[src/rtl/seq_show_timer.sv]
// Display dwell timer: counts 0..SHOW_CYCLES-1 while en is high.
// Ports: clk, rst (sync, active high), clr (restart), en, tick (terminal count).
module seq_show_timer #(
    parameter int SHOW_CYCLES = 25_000_000
) (
    input  logic clk,
    input  logic rst,
    input  logic clr,
    input  logic en,
    output logic tick
);

    localparam int CW = (SHOW_CYCLES > 1) ? $clog2(SHOW_CYCLES) : 1;
    localparam logic [CW-1:0] TERM = CW'(SHOW_CYCLES - 1);

    logic [CW-1:0] cnt;

    assign tick = en && (cnt == TERM);

    always_ff @(posedge clk) begin
        if (rst || clr) begin
            cnt <= '0;
        end else if (en) begin
            cnt <= tick ? '0 : cnt + 1'b1;
        end
    end

endmodule

[config.mk]
export PLATFORM = sky130hd
export DESIGN_NAME = seq_show_timer
export DESIGN_NICKNAME = d
export VERILOG_FILES = /design/src/rtl/seq_show_timer.sv
export SDC_FILE = /design/constraint.sdc
export NUM_CORES = 1
export LEC_CHECK = 0
export BUFFER_PORTS_ARGS = -buffer_cell sky130_fd_sc_hd__buf_2
export CORE_ASPECT_RATIO = 1.5
export CORE_MARGIN = 2
export CORE_UTILIZATION = 64
export DETAILED_ROUTE_END_ITERATION = 16
export GPL_TIMING_DRIVEN = 1
export PLACE_DENSITY = 0.81
export SLEW_MARGIN = 20
export SYNTH_ARGS = -nofsm -noshare
export SYNTH_HDL_FRONTEND = slang
export SYNTH_SLANG_ARGS = --single-unit
[constraint.sdc]
create_clock -name clk -period 4.36 [get_ports clk]
set_clock_uncertainty 0.1 [all_clocks]
set_input_delay 0 -clock clk [delete_from_list [all_inputs] [get_ports clk]]
set_output_delay 0 -clock clk [all_outputs]
set_load 0.02 [all_outputs]
==> impl_metrics.ini <==
[finish]
multiInputGateArea_um2 = 701
syn_to_final_growth_pct = 5.05
drive_gt1_share_pct = 10.6
fin_nets = 157
regMostFlops = cnt
reg_top3 = cnt (25)
fillCellCount = 146
seq_area_um2 = 500
utilization_pct = 71.5
largest_reg_flops = 25
diodes = 0

[global_route]
grt_pass1_vias = 1069
grt_pass1_wl_um = 4240
grt_overflow = 0
grt_start_max_net_pins = 23
grt.total_usage_pct = 24.8
grt_antenna_before_repair = 0

[drt]
routed-wl-met2_um = 1240
viasPerCell = 6.17
drtIter0Drc = 25
wl_met3_um = 35
wl_um = 2360
wl_per_cell_um = 13.7
drc = 0
routed.top_layer = met4
drt-met1-wl_um = 1050
num_vias = 1062
final_antenna_net_count = 0
firstDrtPassIters = 4

[sta]
relSlewSlack_pct = 64.4
finalHoldViolCount = 0
grt_setup_unrepaired = no
setup-tns-final_ps = 0
fin_crit_sh_pct = 54.4
fin_crit_ps = 2370
drv_slew = 0
setup_viol = 0
tightest_slew_ps = 532
clock.fmax_mhz = 422

[yosys]
synth.area.top_cells = dfxtp_1 (40%), a21oi_1 (5.6%), xnor2_1 (4.2%)
synth-seq-cells = 25
ys_warn_count = 0
syn_area_mm2 = 0.00126
yosysMostFrequentCell = dfxtp_1
ys.flop_type = dfxtp_1
netlist_instances = 144
async_flop_share_pct = 0
ys_seq_area_share_pct = 39.6
netlist-cell-type-count = 32
yosys-top-cells-count = dfxtp_1 (25), a21oi_1 (14), nand2_1 (12), nor2_1 (12), o21ai_0 (8)
yosysTopAreaCell = dfxtp_1
synth_top_cell_area_share_pct = 39.6
synth_edf_count = 0
synth_nets = 149
syn_avg_cell_area_um2 = 8.77

[critical_path]
worstPathMaxFanout = 5
crit_path_start_kind = flop
required_ps = 4470
path_delay_family = simple AND/OR/NAND/NOR gates
worst_setup_path_end_kind = flop
cp.arrival_ps = 2480
worst-path-buf-inv = 1
crit_slowest_cell = or4_4
crit_type = reg2reg
path_cells = ha_1, nand3_1, or4_4, o211ai_1, a21oi_1, dlygate4sd3_1
cp_slowest_stage_delay_ps = 570

[floorplanning]
die_w_um = 40.3
initial_core_util_pct = 68.1
io_pins = 5
die_h_um = 58.4
die_area_mm2 = 0.00235
rows = 19
coreArea_mm2 = 0.00185

[clocking]
cts_resized = 0
cts_buffers = 3
htreeDepth = 1
cts-root-buf = clkbuf_4
cts_sinks = 25
clk_latency_ps = 310
cts_buffer_depth = 2
hold_buffers = 4
postCtsSetupRepairBufs = 0
path_clk_slew_ps = 130
cts_tree = done

[pwr]
totalPowerFinal_w = 0.000341
power_density_mw_per_mm2 = 257
ir_worst_vdd_mv = 0.192
p_leak_nw = 0.393

[placement]
finalWeightedCongestion = 0.782
port_buffers = 4
hpwl_um = 1700

[run_status]
status = complete, no violations

[min_path]
hold_class = in2reg

[flow_run]
drv_cap = 0
-- layer usage --
metal | GRT usage (%) | up-vias
met5 | 0 | -
met3 | 2.64 | 4
met2 | 43.5 | 12
met1 | 29.8 | 508
li1 | - | 538
met4 | 8.57 | 0
-- cells by family after synthesis --
family,share of synthesized area (%)
simple gates,32.5
compound gates,15.1
flops,39.6
xor+xnor,6.94
buf+inv,4.86
fa+ha+maj,0.991
-- power breakdown --
group / leakage, nW / internal, W / switching, W
combinational: 0.174 / 0.00000541 / 0.00000590
sequential: 0.201 / 0.000229 / 0.000000740
clock: 0.0177 / 0.0000342 / 0.0000653
total: 0.393 / 0.000269 / 0.0000720
-- worst register-to-register path, stage by stage (launching register included) --
cell and delay [ps]:
dfxtp_1 430, ha_1 210, nand3_1 120, or4_4 570, o211ai_1 200, a21oi_1 80, dlygate4sd3_1 550
-- cell type report --
cell class	count	area share, %
Clock buffer	3	1.70
Multi-Input combinational cell	111	52.8
Clock inverter	1	0.377
Sequential cell	25	37.7
Timing Repair Buffer	8	4.53
Tap cell	21	1.98
Inverter	3	0.849
-- final timing paths --
| kind | cells past startpoint | to | startpoint | slack (ps) |
|---|---|---|---|---|
| min | 4 | cnt[23] | clr | 100 |
| min reg2reg | 2 | cnt[24] | cnt[24] | 400 |
| max reg2reg | 6 | cnt[1] | cnt[0] | 1990 |
| max | 6 | cnt[1] | cnt[0] | 1990 |
-- layout by cell type (no fill, tap or decap), drive strengths merged --
cell         synthesis  final
clkinv               0      1
xor2                 4      4
and4                 4      4
a21oi               15     15
nor2                12     12
or4                  7      7
dfxtp               25     25
nand2b               2      2
nand2               12     12
nor4b                1      1
nand4                7      7
nor2b                2      2
nor3                 2      2
nand3                6      6
o31ai                6      6
xnor2                6      6
o21bai               1      1
or2                  2      2
buf                  5      4
nor4                 2      2
and3                 2      2
clkbuf               0      3
o21ai                8      8
inv                  3      3
and2                 1      1
or3                  7      7
dlygate4sd3          0      4
o211ai               1      1
ha                   1      1
-- stage by stage --
stage               setup WS [ps]  cells  hold WS (ps)  cell area, um^2
finish                       1990    172          96.5             1330
CTS                          2020    172           102             1330
global route                 1880    172           133             1330
floorplan                    2580    144          75.0             1260
detailed placement           2180    164           208             1260
global placement             2250    164           207             1260
(Power assumes the default switching activity.)
